### config.mk
export PLATFORM = sky130hd
export DESIGN_NAME = alu_arbiter
export DESIGN_NICKNAME = d
export VERILOG_FILES = /design/src/rtl/alu_arb_pkg.sv /design/src/rtl/alu.sv /design/src/rtl/alu_arbiter.sv
export SDC_FILE = /design/constraint.sdc
export NUM_CORES = 1
export LEC_CHECK = 0
export CORE_ASPECT_RATIO = 1.2
export CORE_UTILIZATION = 40
export CTS_CLUSTER_DIAMETER = 150
export CTS_CLUSTER_SIZE = 20
export DETAILED_ROUTE_END_ITERATION = 16
export GPL_ROUTABILITY_DRIVEN = 0
export PLACE_DENSITY = 0.79
export SYNTH_ARGS = -nofsm -noshare
export SYNTH_HDL_FRONTEND = slang
export SYNTH_SLANG_ARGS = --single-unit
export TNS_END_PERCENT = 100
### constraint.sdc
create_clock -name clk -period 3.6 [get_ports clk]
set_input_delay 1.08 -clock clk [delete_from_list [all_inputs] [get_ports clk]]
set_output_delay 1.08 -clock clk [all_outputs]
set_load 0.01 [all_outputs]
### src/rtl/alu_arb_pkg.sv
// rtl/alu_arb_pkg.sv - shared width default, ALU opcode and arbiter FSM state types
package alu_arb_pkg;

   localparam int ALU_ARB_WIDTH = 16;

   typedef enum logic [1:0] {
      ADD  = 2'b00,
      SUB  = 2'b01,
      AND  = 2'b10,
      NOTB = 2'b11
   } alu_op_e;

   typedef enum logic [1:0] {
      IDLE = 2'b00,
      EXEC = 2'b01,
      RESP = 2'b10
   } arb_state_e;

endpackage

### src/rtl/alu.sv
// rtl/alu.sv - combinational ALU: add, subtract, AND, NOT-B, with zero flag
module alu
   import alu_arb_pkg::*;
#(
   parameter int WIDTH = ALU_ARB_WIDTH
) (
   input  logic [WIDTH-1:0] Ain,
   input  logic [WIDTH-1:0] Bin,
   input  alu_op_e          ALUop,
   output logic [WIDTH-1:0] out,
   output logic             Z
);

   always_comb begin
      out = '0;
      case (ALUop)
         ADD:     out = Ain + Bin;
         SUB:     out = Ain - Bin;
         AND:     out = Ain & Bin;
         NOTB:    out = ~Bin;
         default: out = '0;
      endcase
   end

   assign Z = (out == '0);

endmodule

### src/rtl/alu_arbiter.sv
// rtl/alu_arbiter.sv - two-requester round-robin front end sharing one ALU
// Optional flags rsp_n/rsp_v are built when ALU_ARB_FLAGS_EN is defined.
module alu_arbiter
   import alu_arb_pkg::*;
#(
   parameter int WIDTH = ALU_ARB_WIDTH
) (
   input  logic             clk,
   input  logic             rst_n,
   input  logic             req0_valid,
   output logic             req0_ready,
   input  logic [WIDTH-1:0] req0_a,
   input  logic [WIDTH-1:0] req0_b,
   input  logic [1:0]       req0_op,
   input  logic             req1_valid,
   output logic             req1_ready,
   input  logic [WIDTH-1:0] req1_a,
   input  logic [WIDTH-1:0] req1_b,
   input  logic [1:0]       req1_op,
   output logic             rsp_valid,
   input  logic             rsp_ready,
   output logic             rsp_id,
   output logic [WIDTH-1:0] rsp_data,
   output logic             rsp_z
`ifdef ALU_ARB_FLAGS_EN
   ,
   output logic             rsp_n,
   output logic             rsp_v
`endif
);

   arb_state_e       state, state_next;
   logic             last_grant;
   logic             grant;
   logic             accept;
   logic [WIDTH-1:0] cap_a, cap_b;
   alu_op_e          cap_op;
   logic             cap_id;
   logic [WIDTH-1:0] alu_out;
   logic             alu_z;

   // On a tie the requester that did not win last time is chosen.
   always_comb begin
      state_next = state;
      req0_ready = 1'b0;
      req1_ready = 1'b0;
      accept     = 1'b0;
      grant      = (req0_valid && req1_valid) ? ~last_grant : req1_valid;
      case (state)
         IDLE: begin
            if (rst_n && (req0_valid || req1_valid)) begin
               accept     = 1'b1;
               req0_ready = ~grant;
               req1_ready = grant;
               state_next = EXEC;
            end
         end
         EXEC:    state_next = RESP;
         RESP:    if (rsp_ready) state_next = IDLE;
         default: state_next = IDLE;
      endcase
   end

   always_ff @(posedge clk or negedge rst_n) begin
      if (!rst_n) begin
         state      <= IDLE;
         last_grant <= 1'b1;
         cap_a      <= '0;
         cap_b      <= '0;
         cap_op     <= ADD;
         cap_id     <= 1'b0;
      end else begin
         state <= state_next;
         if (accept) begin
            last_grant <= grant;
            cap_id     <= grant;
            cap_a      <= grant ? req1_a : req0_a;
            cap_b      <= grant ? req1_b : req0_b;
            cap_op     <= alu_op_e'(grant ? req1_op : req0_op);
         end
      end
   end

   alu #(.WIDTH(WIDTH)) u_alu (
      .Ain   (cap_a),
      .Bin   (cap_b),
      .ALUop (cap_op),
      .out   (alu_out),
      .Z     (alu_z)
   );

   always_ff @(posedge clk or negedge rst_n) begin
      if (!rst_n) begin
         rsp_data <= '0;
         rsp_z    <= 1'b0;
         rsp_id   <= 1'b0;
      end else if (state == EXEC) begin
         rsp_data <= alu_out;
         rsp_z    <= alu_z;
         rsp_id   <= cap_id;
      end
   end

`ifdef ALU_ARB_FLAGS_EN
   logic sign_a, sign_b, sign_r, ovf;

   assign sign_a = cap_a[WIDTH-1];
   assign sign_b = cap_b[WIDTH-1];
   assign sign_r = alu_out[WIDTH-1];

   always_comb begin
      ovf = 1'b0;
      case (cap_op)
         ADD:     ovf = (sign_a == sign_b) && (sign_r != sign_a);
         SUB:     ovf = (sign_a != sign_b) && (sign_r != sign_a);
         default: ovf = 1'b0;
      endcase
   end

   always_ff @(posedge clk or negedge rst_n) begin
      if (!rst_n) begin
         rsp_n <= 1'b0;
         rsp_v <= 1'b0;
      end else if (state == EXEC) begin
         rsp_n <= sign_r;
         rsp_v <= ovf;
      end
   end
`endif

   assign rsp_valid = (state == RESP);

endmodule

==> run summary <==
outcome: finished, final reports clean
Die Area: 10,700 um^2
post-route clock period utilization: 99.9%
combinational fraction of design power: 71.2%
Crit. End Element: flop
Clock Skew: 4.53 ps
Hold EP: rsp_data[11]
max-slew violation count: 0
Compound-Gate Fraction of Synth Area: 21.3%
Core Region: 10,000 um^2
Max-slew headroom: 54.1%
synth cell count leaders: 60 x o21ai_0, 55 x dfrtp_1, 51 x nand2_1, 36 x mux2i_1, 25 x nor2_1
Worst Path Required: 3790 ps
first-pass GRT wire length: 17,000 um
worst reg-to-reg path cell count: 14
clock sinks: 56
Max IR drop VDD: 360 uV
post-synthesis mux area share: 11.5%
Worst Min Path Start: rsp_data[11]
Post-Syn Area: 4110 um^2
Min-Delay Path Depth: 2
Mapped Avg Cell Area: 8.84 um^2
EDFF count, synth: 0
synth warn: 0
die width: 94.6 um
ANT cells: 0
f_max: 278 MHz
Reg-to-Reg Start: cap_b[2]
critical path peak fanout: 3
final-stage net count: 662
Lkg Pwr: 2.40 nW
largest net degree at the start of global routing: 71
worst slew pin tran: 689 ps
Placed Area: 5330 um^2
HPWL Detailed: 7920 um
Post-Syn Nets: 556
Syn Inst Count: 465
predominant post-synthesis flop cell: dfrtp_1
CTS Buffer Depth: 2
# rows: 40
Post-DRT Antenna Nets: 0
leading area contributor after synthesis: dfrtp_1
post-synthesis sequential area ratio: 34.1%
critical path launch point type: flop
WS Path Type: flop to flop
Initial Utilization: 41.1%
Die Ht: 113 um
CP arrival: 3780 ps
Synth-to-Final Area Change: 34.4%
Fillers: 876
max cap viols: 0
io pins: 94
CTS tree: built
via count: 3,849
final instance area: 5530 um^2
GRT Overall Usage: 19.9%
Worst Hold Class: flop to flop
drt first-iter violations: 149
Setup violations, final: 0
#FFs+latches synth: 56
share of post-route cells with drive strength above 1: 13.3%
Max H-tree Level: 2
Seq pwr share: 20.3%
total CTS buffers: 5
Tot Pwr: 0.00580 W
r2r endpoint: rsp_data[15]
count leader, synth: o21ai_0
switch share: 45.8%
Clock Pin Slew Worst Setup and Hold Paths: 70 ps
clock power share: 8.5%
r2r setup slk: 2 ps
DR WL/cell: 14.7 um
wirelength, routed: 10,300 um
cell internal pwr: 0.00314 W
Root Driver: clkbuf_16
Min Clock Period, post-route: 3600 ps
total gr overflow: 0
Synth Area in XOR/XNOR: 4.05%
Buffers on Ports: 93
unrepaired setup endpoints after global routing: yes
DRT Pass-1 Iters: 4
Async SR Flop Fraction: 100%
top cells by area, synth: dfrtp_1 33%, mux2i_1 8.8%, o21ai_0 7.3%
adder and majority gate portion of the synthesized area: 5.66%
Remaining DRCs: 0
switching power: 0.00266 W
initial antenna violation count: 0
Clk Latency, worst-skew pair: 300 ps
largest family of logic cells by synthesized area: compound AO/OA/AOI/OAI gates
Synth cell types: 64
Yosys top cell area share: 33.5%
power per cell area: 1050 nW/um^2
vias per cell: 5.51
Hold Fails Final Rpt: 0
vias in the first global route: 3,653
Post-Synth Simple-Gate Area: 18.3%
==> placed cells by master, fill, tap and decap left out, types with 3 or more instances in the layout <==
cell type and n:
clkbuf_16 5, a211oi_1 7, nor3b_1 3, nand2_1 51, o21ai_0 58, clkdlybuf4s50_1 90
nand3b_1 3, inv_1 14, xnor2_1 15, o221ai_1 3, nor2_1 24, ha_1 17
o211ai_1 6, a21o_1 7, mux2i_1 35, mux2_2 10, nand3_1 16, dfrtp_1 54
o31ai_1 4, nor3_1 10, o2111ai_1 4, nor4_1 5, a21oi_1 12, a21boi_0 3
nand2b_1 8, a31oi_1 4, o21a_1 7, xor2_1 4, buf_4 34, nor2b_1 4
==> critical path, cell delays in order (launching register included) <==
cell	delay, ps
dfrtp_1	410
nor4_4	300
nor4b_4	260
a21o_1	210
o21ai_2	80
xnor2_1	130
ha_1	330
and3_4	180
a221oi_4	270
a22oi_2	120
a31oi_4	220
mux2i_2	260
o221ai_1	160
a211o_1	290
mux2_2	260
==> power groups by stage <==
stage / Combinational, W / Sequential (W) / Clock [W]
floorplan: 0.00281 / 0.00112 / 0
global placement: 0.00376 / 0.00117 / 0
detailed placement: 0.00392 / 0.00118 / 0
CTS: 0.00399 / 0.00117 / 0.000506
global route: 0.00454 / 0.00121 / 0.000523
finish: 0.00413 / 0.00118 / 0.000492
==> cell type report <==
cell class	instances	area, um^2	share of cell area, %
clock inverters	3	22.5	0.407
multi-input cells	364	2560	46.3
flip-flops and latches	56	1400	25.4
repair buffers	129	1200	21.7
well taps	126	158	2.85
inverters	15	57.6	1.04
clock buffers	5	125	2.26
==> stage by stage <==
step	hold WS, ps	setup slack (ps)	cells	TNS [ps]	util (%)
finish	478	2.03	698	0	55.2
global route	490	-132	698	-225	55.2
CTS	485	-22.6	697	-22.6	54.9
detailed placement	469	-78.9	687	-160	53.3
global placement	461	-8.80	687	-15.5	53.3
floorplan	446	17.7	465	0	-
==> sequential cells by signal, indices dropped and copies added, names as in the netlist <==
signal,count
rsp_z,1
rsp_id,1
cap_op,2
cap_a,16
rsp_data,16
cap_b,16
cap_id,1
state,2
last_grant,1
==> layer usage <==
| layer | vias up | track usage, % | part of all wire, % |
|---|---|---|---|
| met5 | - | 0 | 0 |
| met4 | 0 | 8.18 | 2.4 |
| met3 | 18 | 2.49 | 4.2 |
| met2 | 115 | 33.0 | 49 |
| met1 | 1808 | 26.0 | 45 |
| li1 | 1908 | - | - |
==> repair_timing <==
action / CTS / global route
gates cloned: 0 / 0
endpoints found under the setup margin: 4 / 5
pin swaps: 1 / 1
setup buffers: 2 / 1
gates resized for setup: 3 / 8
hold buffers: 0 / 0
==> how the worst max path moves through the flow <==
| stage | end | start | slack (ps) |
|---|---|---|---|
| 2_1_floorplan | rsp_data[15] | cap_b[2] | 20 |
| 3_3_place_gp | req0_ready | req0_valid | -9 |
| 3_5_place_dp | req1_ready | req0_valid | -80 |
| 4_1_cts | rsp_data[15] | cap_b[2] | -20 |
| 5_1_grt | rsp_data[15] | cap_b[2] | -130 |
| 6_report | rsp_data[15] | cap_b[2] | 2 |
==> kinds of logic (layout without fill, tap and decap cells) <==
group	after synthesis	count (layout)
simple gates	146	146
compound gates	135	135
flops	56	56
mux	46	46
buf+inv	45	152
xor+xnor	19	19
fa+ha+maj	18	18
Power figures use the tool's default switching activity.
